`src/rtl/uart_transmit_fifo_pkg.sv`:
```
// uart_transmit_fifo_pkg
//   Shared definitions for the UART transmit path:
//   - tx_state_e : 2-bit transmitter FSM encoding (IDLE=0, START=1, DATA=2, STOP=3)
//   - UART MMIO address map used by the CPU control logic and the UART wrapper
//   - cycles_per_bit() : clock cycles per serial bit, truncating division
package uart_transmit_fifo_pkg;

    typedef enum logic [1:0] {
        IDLE  = 2'd0,
        START = 2'd1,
        DATA  = 2'd2,
        STOP  = 2'd3
    } tx_state_e;

    // UART memory-mapped registers as seen by the CPU.
    localparam logic [31:0] UART_ADDR_STATUS = 32'h8000_0000;  // DataInReady / DataOutValid
    localparam logic [31:0] UART_ADDR_RXDATA = 32'h8000_0004;
    localparam logic [31:0] UART_ADDR_TXDATA = 32'h8000_0008;  // store here with WEUART
    localparam logic [31:0] UART_ADDR_CTRL   = 32'h8000_000C;

    function automatic int cycles_per_bit(input int clock_freq, input int baud_rate);
        return clock_freq / baud_rate;
    endfunction

endpackage

```
`src/rtl/uart_tx_fifo.sv`:
```
// uart_tx_fifo
//   Synchronous FIFO buffering bytes waiting for the serial transmitter.
//   Pointers carry one extra wrap bit so full and empty can be told apart.
// Ports:
//   clock  in   system clock
//   reset  in   synchronous, active-high; empties the FIFO
//   push   in   write din (ignored while full)
//   din    in   data to write
//   pop    in   advance the read pointer (ignored while empty)
//   dout   out  head of the FIFO (valid while !empty)
//   full   out  no free entries
//   empty  out  no stored entries
module uart_tx_fifo #(
    parameter int Width = 8,
    parameter int Depth = 4
) (
    input  logic             clock,
    input  logic             reset,
    input  logic             push,
    input  logic [Width-1:0] din,
    input  logic             pop,
    output logic [Width-1:0] dout,
    output logic             full,
    output logic             empty
);

    localparam int AddrW = $clog2(Depth);

    logic [AddrW:0]   wptr;
    logic [AddrW:0]   rptr;
    logic [Width-1:0] mem [Depth];
    logic             do_push;
    logic             do_pop;

    assign empty   = (wptr == rptr);
    // Same slot but opposite lap: the writer is exactly one lap ahead.
    assign full    = (wptr[AddrW] != rptr[AddrW]) &&
                     (wptr[AddrW-1:0] == rptr[AddrW-1:0]);
    assign do_push = push && !full;
    assign do_pop  = pop && !empty;
    assign dout    = mem[rptr[AddrW-1:0]];

    // NOTE: sequential state uses non-blocking assignments so every register
    // samples the pre-edge values, independent of statement order.
    always_ff @(posedge clock) begin
        if (reset) begin
            wptr <= '0;
            rptr <= '0;
        end else begin
            if (do_push) wptr <= wptr + 1'b1;
            if (do_pop)  rptr <= rptr + 1'b1;
        end
    end

    // NOTE: the storage array is deliberately not reset; resetting the
    // pointers already makes its contents unreachable, and leaving it
    // unreset lets it map onto plain RAM.
    always_ff @(posedge clock) begin
        if (do_push) mem[wptr[AddrW-1:0]] <= din;
    end

endmodule

```
`src/rtl/uart_transmit_fifo.sv`:
```
// uart_transmit_fifo
//   8N1 UART transmitter with a small byte FIFO in front of it. Bytes are
//   accepted over a ready/valid handshake and sent LSB first, back to back
//   when the FIFO keeps supplying them.
// Parameters:
//   ClockFreq  system clock in Hz
//   BaudRate   serial bit rate
//   FifoDepth  buffered bytes (power of two, >= 2)
// Ports:
//   Clock        in   system clock
//   Reset        in   synchronous, active-high; aborts any frame, flushes FIFO
//   DataIn       in   byte to transmit
//   DataInValid  in   DataIn holds a valid byte
//   DataInReady  out  FIFO can take a byte (!full)
//   SOut         out  registered serial line, idles high
//   Busy         out  a frame is in progress or bytes are queued
module uart_transmit_fifo
    import uart_transmit_fifo_pkg::*;
#(
    parameter int ClockFreq = 50_000_000,
    parameter int BaudRate  = 115_200,
    parameter int FifoDepth = 4
) (
    input  logic       Clock,
    input  logic       Reset,
    input  logic [7:0] DataIn,
    input  logic       DataInValid,
    output logic       DataInReady,
    output logic       SOut,
    output logic       Busy
);

    localparam int CyclesPerBit = cycles_per_bit(ClockFreq, BaudRate);
    localparam int BaudW        = (CyclesPerBit > 1) ? $clog2(CyclesPerBit) : 1;
    localparam logic [BaudW-1:0] BaudLast = BaudW'(CyclesPerBit - 1);

    tx_state_e        state, state_d;
    logic [7:0]       sh, sh_d;
    logic [2:0]       bitcnt, bitcnt_d;
    logic [BaudW-1:0] baudcnt, baudcnt_d;
    logic             sout_q, sout_d;
    logic             bit_end;

    logic             fifo_pop;
    logic             fifo_full;
    logic             fifo_empty;
    logic [7:0]       fifo_dout;

    uart_tx_fifo #(
        .Width (8),
        .Depth (FifoDepth)
    ) u_fifo (
        .clock (Clock),
        .reset (Reset),
        .push  (DataInValid),
        .din   (DataIn),
        .pop   (fifo_pop),
        .dout  (fifo_dout),
        .full  (fifo_full),
        .empty (fifo_empty)
    );

    assign bit_end     = (baudcnt == BaudLast);
    assign DataInReady = !fifo_full;
    assign SOut        = sout_q;
    assign Busy        = (state != IDLE) || !fifo_empty;

    // NOTE: every signal driven here gets a default before the case so no
    // path leaves it unassigned, which would otherwise infer a latch.
    always_comb begin
        state_d   = state;
        sh_d      = sh;
        bitcnt_d  = bitcnt;
        baudcnt_d = bit_end ? '0 : baudcnt + 1'b1;
        fifo_pop  = 1'b0;

        unique case (state)
            IDLE: begin
                baudcnt_d = '0;
                if (!fifo_empty) begin
                    fifo_pop = 1'b1;
                    sh_d     = fifo_dout;
                    state_d  = START;
                end
            end
            START: begin
                if (bit_end) begin
                    bitcnt_d = '0;
                    state_d  = DATA;
                end
            end
            DATA: begin
                if (bit_end) begin
                    if (bitcnt == 3'd7) begin
                        state_d = STOP;
                    end else begin
                        sh_d     = {1'b0, sh[7:1]};
                        bitcnt_d = bitcnt + 3'd1;
                    end
                end
            end
            STOP: begin
                if (bit_end) begin
                    // Chain straight into the next start bit when more data
                    // is waiting, so consecutive frames have no idle gap.
                    if (!fifo_empty) begin
                        fifo_pop = 1'b1;
                        sh_d     = fifo_dout;
                        state_d  = START;
                    end else begin
                        state_d  = IDLE;
                    end
                end
            end
            default: state_d = IDLE;
        endcase

        // The line level is computed from the next state and registered,
        // so SOut changes exactly on the edge that enters each bit.
        unique case (state_d)
            START:   sout_d = 1'b0;
            DATA:    sout_d = sh_d[0];
            default: sout_d = 1'b1;
        endcase
    end

    always_ff @(posedge Clock) begin
        if (Reset) begin
            state   <= IDLE;
            sh      <= '0;
            bitcnt  <= '0;
            baudcnt <= '0;
            sout_q  <= 1'b1;
        end else begin
            state   <= state_d;
            sh      <= sh_d;
            bitcnt  <= bitcnt_d;
            baudcnt <= baudcnt_d;
            sout_q  <= sout_d;
        end
    end

endmodule

```
`config.mk`:
```
export PLATFORM = sky130hd
export DESIGN_NAME = uart_transmit_fifo
export DESIGN_NICKNAME = d
export VERILOG_FILES = /design/src/rtl/uart_transmit_fifo_pkg.sv /design/src/rtl/uart_tx_fifo.sv /design/src/rtl/uart_transmit_fifo.sv
export SDC_FILE = /design/constraint.sdc
export NUM_CORES = 1
export LEC_CHECK = 0
export ABC_AREA = 1
export CORE_ASPECT_RATIO = 0.6
export CORE_MARGIN = 4
export CORE_UTILIZATION = 35
export DETAILED_ROUTE_END_ITERATION = 10
export PLACE_DENSITY = 0.63
export SLEW_MARGIN = 20
export SYNTH_ARGS = -nofsm -noshare
export SYNTH_HDL_FRONTEND = slang
export SYNTH_HIERARCHICAL = 1
export SYNTH_SLANG_ARGS = --single-unit
```
`constraint.sdc`:
```
create_clock -name Clock -period 2 [get_ports Clock]
set_clock_uncertainty 0.2 [all_clocks]
set_input_delay 0.2 -clock Clock [delete_from_list [all_inputs] [get_ports Clock]]
set_output_delay 0.2 -clock Clock [all_outputs]
set_load 0.02 [all_outputs]
```
==> impl_results.md <==
- CTS sink cnt: 63
- Longest Clk Path Bufs: 2
- Die Span X: ~130 um
- Global-route wire length before repair: ~10000 um
- Total gr overflow: 0
- Count of state elements after synthesis: 63
- DIE HEIGHT: around 81 um
- Final Util: 0.4510
- Synth warn: 6
- CP cell instances: inv_1 > ha_1 > nand2_1 > clkdlybuf4s15_1
- CP Class: flop to primary output
- Crit path capture type: primary output
- Full die area: 10480 um^2
- Post-synth ARST share: 0
- Synth Net Count: around 380
- Fmax: between 500 and 600 MHz
- Hold Buf Count CTS: 0
- Syn Std Cell Area: between 3000 and 4000 um^2
- Starting DRT DRC Count: approximately 170
- Power Density: 1455 nW/um^2
- Wire length per cell: 12.68 um
- Slew Viols, Final: 0
- Slew @ Worst Pin: ~0.38 ns
- # port buffers: 13
- Post-synth EDFFs: 32
- Syn-to-layout area delta: 24.40%
- Syn Area/Cell: approximately 8.8 um^2
- GR Util All Layers: 0.1296
- Status: completed
- Vias in the first global route: 2200
- Register area: around 1600 um^2
- Hold Path Origin: bitcnt[1]$_SDFFE_PP0P_
- Fin worst setup slack: around 0.086 ns
- Hold Path Class: flop to flop
- Final period utilization: 0.9570
- Vias/cell: between 4 and 5
- Largest net degree at the start of global routing: 17
- Initial antenna violation count: 0
- CP max FO: 5
- Post-Route WL: roughly 6400 um
- Share of cells above drive strength 1: 0.1939
- WP data arrival: about 1.5 ns
- Routed Antenna Nets: 0
- Top delay family on crit path: flip-flops
- Post-Syn Instances: around 350
- Seq/Total Area, Yosys: 0.5099
- FP Rows: 26
- Gpl congestion: ~0.85
- CTS Root Cell: clkbuf_16
- Synth top area cells: edfxtp_1, dfxtp_1, nor2_1
- Worst Path Buf+Inv: 2
- Final layout net count: a little over 400
- Clock latency on the worst-skew pair: ~0.32 ns
- Slowest CP cell: dfxtp_1
- Final TNS setup: 0 ns
- WP data required: 1.60 ns
- CP startpoint kind: flop
- Antenna diode instance count: 0
- Filler cell count: slightly above 800
- Synth cell types: 34
- DRC errors left: 0
- RSZ-0062 raised after global routing: false
- Final setup fails: 0
- Core area: between 8000 and 9000 um^2
- Dpl hpwl: approximately 4500 um
- Num CTS Buffers: 9
- Initial Utilization: 0.3625
- Synth top area share: 0.3098
- Final Hold Viols: 0
- Crit path launch: state[0]$_SDFF_PP0_
- Synth Flop Type: edfxtp_1
- CTS clock-pin slew for the worst setup and hold paths: roughly 0.06 ns
- Leakage: 1.578 nW
- Reg2reg start: baudcnt[1]$_SDFF_PP0_
- CTS tree: yes
- DP Worst Slack: 0.05324 ns
- Total number of vias: 2411
- Multi-input logic area: 1346 um^2
- Rel. slew slack: 0.7492
- Worst vdd ir: between 0.5 and 0.6 mV
- CP max stage delay: about 0.42 ns
- Final min period: approximately 1.9 ns
- DRT Pass-1 Iters: 4
- Dominant cell type by area after synthesis: edfxtp_1
- Io pins: 14
- H-tree depth: 3
- Max Cap Violations: 0
-- Yosys cell counts, types with 2 or more instances --
library cell and instances:
inv_2 7, edfxtp_1 32, or2_2 2, o22ai_1 14
ha_1 15, a21oi_1 13, mux2i_1 6, nand2_1 57
inv_1 41, o21ai_0 25, nand3_1 14, nand2_2 7
dfxtp_1 31, nand3_4 3, nand3b_1 2, nor2_1 63
nand2_4 2, nor2_2 2
-- worst paths after layout --
| path | end | slack, ns | cells after the start |
|---|---|---|---|
| min | bitcnt[1]$_SDFFE_PP0P_ | 0.27 | 2 |
| max reg2reg | u_fifo/rptr[0]$_SDFFE_PP0P_ | 0.13 | 12 |
| max | Busy | 0.09 | 4 |
| min reg2reg | bitcnt[1]$_SDFFE_PP0P_ | 0.27 | 2 |
-- per-stage QoR --
stage	power [mW]	cell area (um^2)	hold WS [ns]	cells
after global placement	3.680	3467	0.2545	487
after CTS	5.523	3810	0.2758	503
after detailed placement	3.719	3467	0.2675	487
after global routing	5.995	3859	0.3104	504
after floorplan	3.121	3107	0.06907	352
final	5.613	3859	0.2710	504
-- power breakdown --
group          internal [mW]  switching, mW  total [mW]  leakage (nW)
Combinational          0.856           1.27        2.13         0.865
Sequential              1.54          0.147        1.69         0.549
Clock                   1.22          0.576        1.79         0.164
-- cell families after synthesis --
family	share of synthesized area
fa+ha+maj	0.06051
mux	0.01936
flops	0.5099
simple gates	0.2404
compound gates	0.09843
buf+inv	0.06857
xor+xnor	0.002824
-- cells in the final DEF (no fill, tap or decap), types with 2 or more instances in the layout --
master           synthesis  routed
nand3_1                 14      13
nand2_2                  7       9
a21oi_1                 13      13
edfxtp_1                32      32
nand2_4                  2       2
o22ai_1                 14      14
o21ai_0                 25      25
nand2_1                 57      55
clkbuf_16                0       9
inv_1                   41      39
ha_1                    15      12
nor3_4                   1       2
buf_4                    1      14
ha_2                     0       3
dfxtp_2                  0       4
nand3b_1                 2       2
bufinv_16                0       3
dfxtp_1                 31      26
nor2_1                  63      61
nand3_4                  3       3
inv_2                    7       8
mux2i_1                  6       6
clkdlybuf4s50_1          0      11
nor2_2                   2       3
nand3_2                  1       2
or2_2                    2       2
nor2_4                   1       2
-- final cells by class --
class	count	area share
clock buffers	9	0.05837
clock inverters	7	0.03080
inverters	49	0.04864
multi-input cells	236	0.3489
flip-flops and latches	63	0.4121
well taps	112	0.03632
repair buffers	28	0.06485
-- worst min-delay path, cell delays in order, from the launching register on --
cell and delay (ns):
dfxtp_1 0.31, nand2_1 0.06, a21oi_1 0.05
-- what timing repair did --
action                                  CTS  global route
gates resized for setup                   3            21
pin swaps                                 0             5
buffers inserted                          0             1
endpoints found under the setup margin    2            12
cloned                                    0             0
-- layer usage --
layer / routed length, um / GRT usage
met4: 79 / 0.05083
met3: 314 / 0.04074
met2: 2626 / 0.1865
met1: 3372 / 0.1813
met5: 0 / 0
-- registers in the layout, summed over array words and instances (netlist names), named ones only --
register     cells
SOut             1
baudcnt          9
bitcnt           3
sh               8
state            2
u_fifo/mem      32
u_fifo/rptr      3
u_fifo/wptr      3
Note: power is estimated with default switching activity, not from simulation.
